===== config.mk =====
export PLATFORM = sky130hd
export DESIGN_NAME = router_traffic_gen
export DESIGN_NICKNAME = d
export VERILOG_FILES = /design/src/rtl/router_traffic_gen.sv
export SDC_FILE = /design/constraint.sdc
export NUM_CORES = 1
export LEC_CHECK = 0
export ABC_AREA = 1
export CORE_AREA = 5 5 531 533
export CTS_BUF_LIST = sky130_fd_sc_hd__clkbuf_4
export CTS_CLUSTER_DIAMETER = 100
export DETAILED_ROUTE_END_ITERATION = 7
export DIE_AREA = 0 0 536 538
export GPL_TIMING_DRIVEN = 0
export PLACE_DENSITY = 0.35
export SLEW_MARGIN = 20
export SYNTH_ARGS = -nofsm -noshare
export SYNTH_HDL_FRONTEND = slang
export SYNTH_SLANG_ARGS = --single-unit

===== constraint.sdc =====
create_clock -name clk -period 4.05 [get_ports clk]
set_clock_uncertainty 0.2 [all_clocks]
set_input_delay 0.6075 -clock clk [delete_from_list [all_inputs] [get_ports clk]]
set_output_delay 0.6075 -clock clk [all_outputs]
set_load 0.005 [all_outputs]

===== src/rtl/router_traffic_gen.sv =====
// Router traffic generator/checker: streams num_msgs stamped messages on one
// AXI-stream channel and checks the same sequence arriving on another.
//
// Handshake rule: a beat transfers on a rising edge where tvalid and tready
// are both 1; the sender holds tvalid and tdata unchanged until that edge.
module router_traffic_gen #(
  parameter int NUM_PORTS      = 5,
  parameter int PORT_WIDTH     = 128,
  parameter int TIMEOUT_CYCLES = 300,
  localparam int SEL_W         = (NUM_PORTS > 1) ? $clog2(NUM_PORTS) : 1
) (
  input  logic                            clk,
  input  logic                            rst_n,
  input  logic                            start,
  input  logic [15:0]                     num_msgs,
  input  logic [3:0]                      dst_x,
  input  logic [3:0]                      dst_y,
  input  logic [SEL_W-1:0]                tx_sel,
  input  logic [SEL_W-1:0]                rx_sel,
  input  logic                            throttle,
  output logic [NUM_PORTS-1:0]            tx_tvalid,
  output logic [NUM_PORTS*PORT_WIDTH-1:0] tx_tdata,
  input  logic [NUM_PORTS-1:0]            tx_tready,
  input  logic [NUM_PORTS-1:0]            rx_tvalid,
  input  logic [NUM_PORTS*PORT_WIDTH-1:0] rx_tdata,
  output logic [NUM_PORTS-1:0]            rx_tready,
  output logic                            busy,
  output logic                            done,
  output logic                            timeout,
  output logic [15:0]                     tx_count,
  output logic [15:0]                     rx_count,
  output logic [15:0]                     err_count,
  output logic [1:0]                      dbg_state_o
);

  localparam int IDLE_W = $clog2(TIMEOUT_CYCLES + 1);
  localparam int REPS   = (PORT_WIDTH - 24 + 15) / 16;

  typedef enum logic [1:0] {
    S_IDLE    = 2'd0,
    S_RUN     = 2'd1,
    S_DONE    = 2'd2,
    S_TIMEOUT = 2'd3
  } state_t;

  state_t             state_q;
  logic [15:0]        num_q;
  logic [3:0]         dst_x_q;
  logic [3:0]         dst_y_q;
  logic [SEL_W-1:0]   tx_sel_q;
  logic [SEL_W-1:0]   rx_sel_q;
  logic               throttle_q;
  logic [15:0]        tx_cnt_q, tx_cnt_d;
  logic [15:0]        rx_cnt_q, rx_cnt_d;
  logic [15:0]        err_q, err_d;
  logic [IDLE_W-1:0]  idle_q, idle_d;
  logic               tx_valid_q;
  logic               rx_rdy_q;
  logic               busy_q;
  logic               done_q;
  logic               timeout_q;

  logic                  tx_ready_sel;
  logic                  rx_valid_sel;
  logic [PORT_WIDTH-1:0] rx_beat;
  logic [PORT_WIDTH-1:0] tx_msg;
  logic [PORT_WIDTH-1:0] rx_exp;
  logic                  tx_hs;
  logic                  rx_hs;
  logic                  rx_in_range;
  logic                  err_inc;
  logic                  all_done;
  logic                  idle_hit;

  // Payload above bit 24 is the seq XOR A5A5 pattern repeated, MSB copy truncated.
  function automatic logic [PORT_WIDTH-1:0] make_msg(input logic [15:0] seq,
                                                     input logic [3:0]  dx,
                                                     input logic [3:0]  dy);
    logic [REPS*16-1:0] rep;
    rep = {REPS{seq ^ 16'hA5A5}};
    return {rep[PORT_WIDTH-25:0], seq, dy, dx};
  endfunction

  always_comb begin
    tx_ready_sel = 1'b0;
    rx_valid_sel = 1'b0;
    rx_beat      = '0;
    for (int i = 0; i < NUM_PORTS; i++) begin
      if (tx_sel_q == SEL_W'(i)) begin
        tx_ready_sel = tx_tready[i];
      end
      if (rx_sel_q == SEL_W'(i)) begin
        rx_valid_sel = rx_tvalid[i];
        rx_beat      = rx_tdata[i*PORT_WIDTH +: PORT_WIDTH];
      end
    end
  end

  assign tx_msg      = make_msg(tx_cnt_q, dst_x_q, dst_y_q);
  assign rx_exp      = make_msg(rx_cnt_q, dst_x_q, dst_y_q);
  assign tx_hs       = tx_valid_q & tx_ready_sel;
  assign rx_hs       = rx_rdy_q & rx_valid_sel;
  assign rx_in_range = (rx_cnt_q < num_q);
  assign err_inc     = rx_hs & (~rx_in_range | (rx_beat != rx_exp));
  assign all_done    = (tx_cnt_q == num_q) && (rx_cnt_q == num_q);
  assign idle_hit    = ~(tx_hs | rx_hs) && (idle_q == IDLE_W'(TIMEOUT_CYCLES - 1));

  always_comb begin
    tx_cnt_d = tx_cnt_q + {15'd0, tx_hs};
    rx_cnt_d = rx_cnt_q + {15'd0, rx_hs & rx_in_range};
    err_d    = (err_inc && (err_q != 16'hFFFF)) ? err_q + 16'd1 : err_q;
    idle_d   = (tx_hs | rx_hs) ? '0 : idle_q + IDLE_W'(1);
  end

  always_comb begin
    tx_tvalid = '0;
    tx_tdata  = '0;
    rx_tready = '0;
    for (int i = 0; i < NUM_PORTS; i++) begin
      if (tx_sel_q == SEL_W'(i)) begin
        tx_tvalid[i] = tx_valid_q;
        if (tx_valid_q) begin
          tx_tdata[i*PORT_WIDTH +: PORT_WIDTH] = tx_msg;
        end
      end
      if (rx_sel_q == SEL_W'(i)) begin
        rx_tready[i] = rx_rdy_q;
      end
    end
  end

  always_ff @(posedge clk or negedge rst_n) begin
    if (!rst_n) begin
      state_q    <= S_IDLE;
      num_q      <= '0;
      dst_x_q    <= '0;
      dst_y_q    <= '0;
      tx_sel_q   <= '0;
      rx_sel_q   <= '0;
      throttle_q <= 1'b0;
      tx_cnt_q   <= '0;
      rx_cnt_q   <= '0;
      err_q      <= '0;
      idle_q     <= '0;
      tx_valid_q <= 1'b0;
      rx_rdy_q   <= 1'b0;
      busy_q     <= 1'b0;
      done_q     <= 1'b0;
      timeout_q  <= 1'b0;
    end else begin
      case (state_q)
        S_RUN: begin
          tx_cnt_q   <= tx_cnt_d;
          rx_cnt_q   <= rx_cnt_d;
          err_q      <= err_d;
          idle_q     <= idle_d;
          tx_valid_q <= (tx_cnt_d < num_q);
          rx_rdy_q   <= throttle_q ? ~rx_rdy_q : 1'b1;
          // Completion wins over a coincident idle expiry.
          if (all_done) begin
            state_q    <= S_DONE;
            busy_q     <= 1'b0;
            done_q     <= 1'b1;
            tx_valid_q <= 1'b0;
            rx_rdy_q   <= 1'b0;
          end else if (idle_hit) begin
            state_q    <= S_TIMEOUT;
            busy_q     <= 1'b0;
            done_q     <= 1'b1;
            timeout_q  <= 1'b1;
            tx_valid_q <= 1'b0;
            rx_rdy_q   <= 1'b0;
          end
        end
        default: begin
          if (start) begin
            state_q    <= S_RUN;
            num_q      <= num_msgs;
            dst_x_q    <= dst_x;
            dst_y_q    <= dst_y;
            tx_sel_q   <= tx_sel;
            rx_sel_q   <= rx_sel;
            throttle_q <= throttle;
            tx_cnt_q   <= '0;
            rx_cnt_q   <= '0;
            err_q      <= '0;
            idle_q     <= '0;
            tx_valid_q <= (num_msgs != 16'd0);
            rx_rdy_q   <= 1'b1;
            busy_q     <= 1'b1;
            done_q     <= 1'b0;
            timeout_q  <= 1'b0;
          end
        end
      endcase
    end
  end

  assign busy        = busy_q;
  assign done        = done_q;
  assign timeout     = timeout_q;
  assign tx_count    = tx_cnt_q;
  assign rx_count    = rx_cnt_q;
  assign err_count   = err_q;
  assign dbg_state_o = state_q;

endmodule


After elaboration in Yosys (flattened, before gate mapping)

Index checks and enable logic that the tools add are counted.

Latch bits: 0
Bits in read-only memories: 0
Input port bits: 684
RAM bits: 0
Memories kept: 0
Word-level logic and storage cells: 124
Output and inout bits: 703
Bits in registers: 95

$add $sub $neg: 4
Div/mod/pow operators: 0
Shift-type cells: 0
Bitwise logic cells: 12
Multipliers: 0
Multiplexer cells: 61
$lt $le $gt $ge: 2
Equality and inequality tests: 18
Reduce and logical (&&, ||, !) cells: 11

Operators by type and width:

| cell                    | number |
|---|---|
| $mux W128               | 11 |
| $ne A128 B128 Y1        | 1 |
| $mux W16                | 5 |
| $mux W1                 | 38 |
| $add A16 B1 Y16         | 2 |
| $eq A16 B16 Y1          | 2 |
| $lt A16 B16 Y1          | 2 |
| $mux W9                 | 3 |
| $add A16 B1 Y16 const B | 1 |
| $ne A16 B16 Y1 const B  | 1 |
| $not A8 Y8              | 2 |
| $reduce_bool A16 Y1     | 1 |
| $eq A3 B2 Y1 const B    | 4 |
| $add A9 B1 Y9 const B   | 1 |
| $eq A9 B9 Y1 const B    | 1 |
| $mux W2                 | 4 |
| $eq A3 B1 Y1 const B    | 2 |
| $eq A3 B3 Y1 const B    | 2 |
| $logic_not A3 Y1        | 2 |
| $ne A2 B2 Y1 const B    | 3 |
| $reduce_and A2 Y1       | 3 |
| $and A1 B1 Y1           | 4 |
| $not A1 Y1              | 4 |
| $logic_and A1 B1 Y1     | 3 |
| other kinds (5)         | 6 |

Logic depth before layout (Yosys ltp)

Gate-level depths: netlist of run 1.

Depth in word-level cells: 13
Depth in mapped cells: 27
Gate-level depth less buffers: 27

Worst setup path before layout of run 1

No wires, ideal clock.

Kind: register to register
Start: register tx_sel_q[1]
End: register tx_valid_q
Period minus slack after synthesis: 3.593 ns
Path buffers: 0
Arrival time: 3.272 ns
Library setup time: 0.120 ns
Data required time: 3.730 ns
Slack: 0.457 ns
Stages on the path, launching flop included: 24
Cell sequence: dfrtp_1 nor3_1 a22oi_1 nand4_1 nand3b_1 inv_1 ha_1 ha_1 nand2_1 nor4_1 nand3_1 nor3_1 nand2_1 nor2_1 xor2_1 inv_1 ha_1 nand2_1 inv_1 nand3_1 a21oi_1 nor2_1 a32oi_1 nor2_1

Longest elaborated chain between the ends: 13
Elaborated cells between the ends (all ways): 19
Classes of those cells: add/sub (1); order compare (1); eq/ne (4); mux (8); bitwise (3); reduce/logical (2)

RTL lines:

| element                                                                 | RTL line | RTL |
|---|---|---|
| from (decl)                                                             | 50       | `logic [SEL_W-1:0] tx_sel_q;` |
| from (signal assigned)                                                  | 181      | `tx_sel_q <= tx_sel;` |
| $logic_not A3 Y1                                                        | 89       | `if (tx_sel_q == SEL_W'(i)) begin` |
| $mux W1 (4 in series)                                                   | 89       |  |
| $mux W1 *                                                               | 89       |  |
| $and A1 B1 Y1 *                                                         | 101      | `assign tx_hs = tx_valid_q & tx_ready_sel;` |
| parallel branches: the longest is 3 deep, another holds $add A16 B1 Y16 | --       |  |
| $mux W1 *                                                               | 166      | `end else if (idle_hit) begin` |
| $mux W1 *                                                               | 160      | `if (all_done) begin` |
| $mux W1 *                                                               | 151      | `case (state_q)` |
| to (signal assigned)                                                    | 157      | `tx_valid_q <= (tx_cnt_d < num_q);` |
| to (signal assigned)                                                    | 188      | `tx_valid_q <= (num_msgs != 16'd0);` |
| to (decl)                                                               | 57       | `logic tx_valid_q;` |

Every way passes the cells marked *.
A chain may end at the register's enable or synchronous reset.

Final worst setup path of run 1

Start: register tx_sel_q[2]
End: register tx_valid_q

Same word-level chain as after synthesis.

==> results by group, run 1 <==
Yosys
  • Netlist Area Pre-Place: 0.0189 mm²
  • Post-synth EDFFs: 0
  • Yosys reg bits: 94
  • Asr flop ratio synth: 1.00
  • Synth cell types: 45
  • Post-Synthesis Cells: 3400
  • Yosys Warn Count: 0
  • Synth Flop Type: dfrtp_1
  • Seq/Total Area, Yosys: 0.124
  • Syn nets: 4121
  • Average size of a mapped cell: 5.57 µm²

Placed design
  • Post-DP HPWL: 229000 µm
  • RePlAce Congestion: 0.885
  • PortBufs: 1386
  • Post-Place Cells: 8512
  • Pre-CTS setup slack: -1690 ps

Clocking
  • CTS Buf Count: 9
  • Worst skew pair latency: 640 ps
  • CTS tree: done
  • CTS sink count: 94
  • H-tree Lvls: 3
  • Clock Path Buffers: 2
  • Clk slew on worst S/H paths: 250 ps
  • CTS root buf: clkbuf_4

Timing
  • Minimum clock period: 4130 ps
  • Final setup viols: 1
  • Setup WS post-layout: -76.0 ps
  • Hold Fails Final Rpt: 0
  • Period utilization: 1.02
  • Max-slew violation count: 0
  • Worst Tran Pin Value: 1270 ps
  • Slew margin rel.: 0.152
  • Achievable Freq: 242 MHz
  • RSZ-0062 raised after global routing: yes
  • WHS: 253 ps

GRT
  • Vias in the first global route: 28200
  • Global-route wire length before repair: 315000 µm
  • Global route overflow: 0
  • Largest net degree at the start of global routing: 62
  • GRT Total Usage: 0.169
  • Initial antenna violation count: 229

Final layout
  • Most frequent cells in the layout: clkdlybuf4s50_1 (1360), nand2_1 (1055), buf_4 (588), nand3_1 (384), inv_1 (229)
  • NumNets Final: 5634
  • Final Instance Count excl. Fillers: 8681
  • Share of layout cells above drive strength 1: 0.223
  • Final core occ: 0.149
  • Most common cell after layout, fill and taps aside: clkdlybuf4s50_1
  • Area growth syn-to-layout: 116%

Worst setup path
  • Path depth of the worst reg2reg path: 26
  • Worst reg2reg path endpoint: tx_valid_q
  • Crit-path max FO: 4
  • CP Data Arrival Time: 4440 ps
  • Worst path required time: 4370 ps
  • CP startpoint kind: register
  • Crit Path Category: register to register
  • CP Capture Type: register
  • R2R Setup Slk: -80 ps
  • Worst reg2reg startpoint: tx_sel_q[2]

Floorplanning
  • Starting Density: 0.0686
  • # IOs: 1387
  • Die Ht: 538 µm
  • Core Footprint: 0.276 mm²
  • Die Area: 0.288 mm²
  • Row count: 193
  • Die width: 536 µm

Routing
  • Routed WL per cell: 29.6 µm
  • Via-per-instance ratio: 3.30
  • Via Count: 28700
  • Drt first pass iters: 5
  • Routed Antenna Nets: 0
  • DRC Markers: 0
  • DRT iter0 DRCs: 1594
  • DRT Wirelength: 257000 µm

Pwr
  • Pwr dens: 567 mW/mm²
  • Max VDD drop: 0.205 mV
  • Leakage Power: 17.6 nW

Status
  • Status: finished, violations left
  • Failing checks: setup timing

Hold path
  • Worst min path class: primary input to async pin

Job
  • Maxcap violations: 0
==> where the power goes <==
| part | switching [mW] | total (mW) | internal, mW |
|---|---|---|---|
| clock network | 0.482 | 0.621 | 0.139 |
| logic | 13.5 | 21.3 | 7.82 |
| registers | 0.196 | 1.34 | 1.15 |
| total | 14.1 | 23.2 | 9.11 |
==> final cells by class <==
class	count	area [µm²]
multi-input cells	2383	12200
diodes	58	145
fillers	32100	235000
inverters	260	1020
plain buffers	654	5020
repair buffers	1511	15500
clock buffers	9	67.6
flip-flops and latches	94	2360
well taps	3705	4640
clock inverters	7	66.3
==> critical path: stages (launching register included) <==
cell	delay [ps]
dfrtp_1	480
inv_2	100
nand2_1	90
nor2_2	130
nand2_1	60
nand4_1	90
nand3b_1	90
buf_6	150
inv_2	60
ha_4	150
ha_4	130
nand2_2	90
nor4_4	380
nand3_2	150
nor3_2	170
nand2_1	120
nor2_2	170
xor2_2	180
inv_1	70
ha_1	270
nand2_1	60
inv_2	70
nand3_2	70
a21oi_2	130
nor2_2	70
a32oi_1	190
nor2_1	60
==> stage by stage <==
step / TNS (ps) / total power, mW / cell area, µm²
6_report: -76.0 / 23.2 / 41000
5_1_grt: -6270 / 25.2 / 40900
4_1_cts: -35.6 / 23.9 / 40500
3_5_place_dp: -76800 / 21.6 / 37900
3_3_place_gp: -457050 / 21.5 / 37500
2_1_floorplan: 0 / 9.98 / 18900
==> state kept, by name, indices dropped and copies added, names as in the netlist, 2 cells and up <==
name         flops
idle_q           9
rx_count        16
dbg_state_o      2
num_q           16
err_count       16
dst_x_q          4
rx_sel_q         3
tx_count        16
tx_sel_q         3
dst_y_q          4
==> what timing repair did <==
action,4_1_cts,5_1_grt
buffers inserted,84,18
gates cloned,1,0
resized for setup,425,67
hold buffers,1,0
setup endpoints to repair,656,175
pin swaps,58,28
endpoints found under the hold margin,33,0
==> worst max-delay path by stage <==
| stage | start | end | slack, ps |
|---|---|---|---|
| 3_5_place_dp | rx_sel_q[2] | err_count[8] | -1690 |
| 2_1_floorplan | tx_sel_q[1] | tx_valid_q | 460 |
| 4_1_cts | rx_sel_q[2] | err_count[12] | -10 |
| 3_3_place_gp | rst_n | dst_x_q[2] | -2490 |
| 5_1_grt | tx_sel_q[0] | tx_valid_q | -350 |
| 6_report | tx_sel_q[2] | tx_valid_q | -80 |
==> cells in the mapped netlist, types with 4 or more instances <==
cell type  number  area, µm²
o21ai_1        22        110
buf_6           9        101
nand4_1        86        538
o21ai_0        53        265
nand3_1       396       1980
clkbuf_2        4       20.0
nor2_1        304       1140
ha_1           37        463
dfrtp_1        94       2350
buf_2          70        350
nor3_1         21        105
nor4_1          9       56.3
or2_1          39        244
inv_2           9       33.8
xnor2_1         8       70.1
inv_1         238        893
buf_1           7       26.3
clkbuf_1       73        274
buf_4         500       3750
o22ai_1        15       93.8
or2_2         105        657
a21oi_1        34        170
or2_0          86        538
xor2_1         27        236
clkinv_1       12       45.0
nand2_1      1118       4200
==> per-layer routing <==
layer	share of wire	vias up	global-route usage
li1	-	13300	-
met1	0.38	13400	0.186
met2	0.51	1531	0.316
met3	0.078	371	0.0510
met4	0.027	72	0.0380
met5	0.0019	-	0
==> kinds of logic (layout without fill, tap and decap cells) <==
group	Yosys count	after routing	synth area share
buffers and inverters	923	2441	0.291
multiplexers	2	2	0.00106
XOR/XNOR	35	35	0.0162
adder cells (fa/ha/maj)	37	37	0.0244
AND/OR/NAND/NOR	2173	2173	0.505
AO/OA/AOI/OAI	136	136	0.0390
flip-flops	94	94	0.124
other	0	58	0
No activity file was read; power rests on OpenSTA's default activity.
==> run 2: changes to the inputs <==
--- a/config.mk
+++ b/config.mk
@@ -8,7 +8,7 @@
 export ABC_AREA = 1
 export CORE_AREA = 5 5 531 533
 export CTS_BUF_LIST = sky130_fd_sc_hd__clkbuf_4
-export CTS_CLUSTER_DIAMETER = 100
+export CTS_CLUSTER_DIAMETER = 150
 export DETAILED_ROUTE_END_ITERATION = 7
 export DIE_AREA = 0 0 536 538
 export GPL_TIMING_DRIVEN = 0
==> results of run 2 <==
The final DEF is identical to that of run 1; final timing and power are the same.
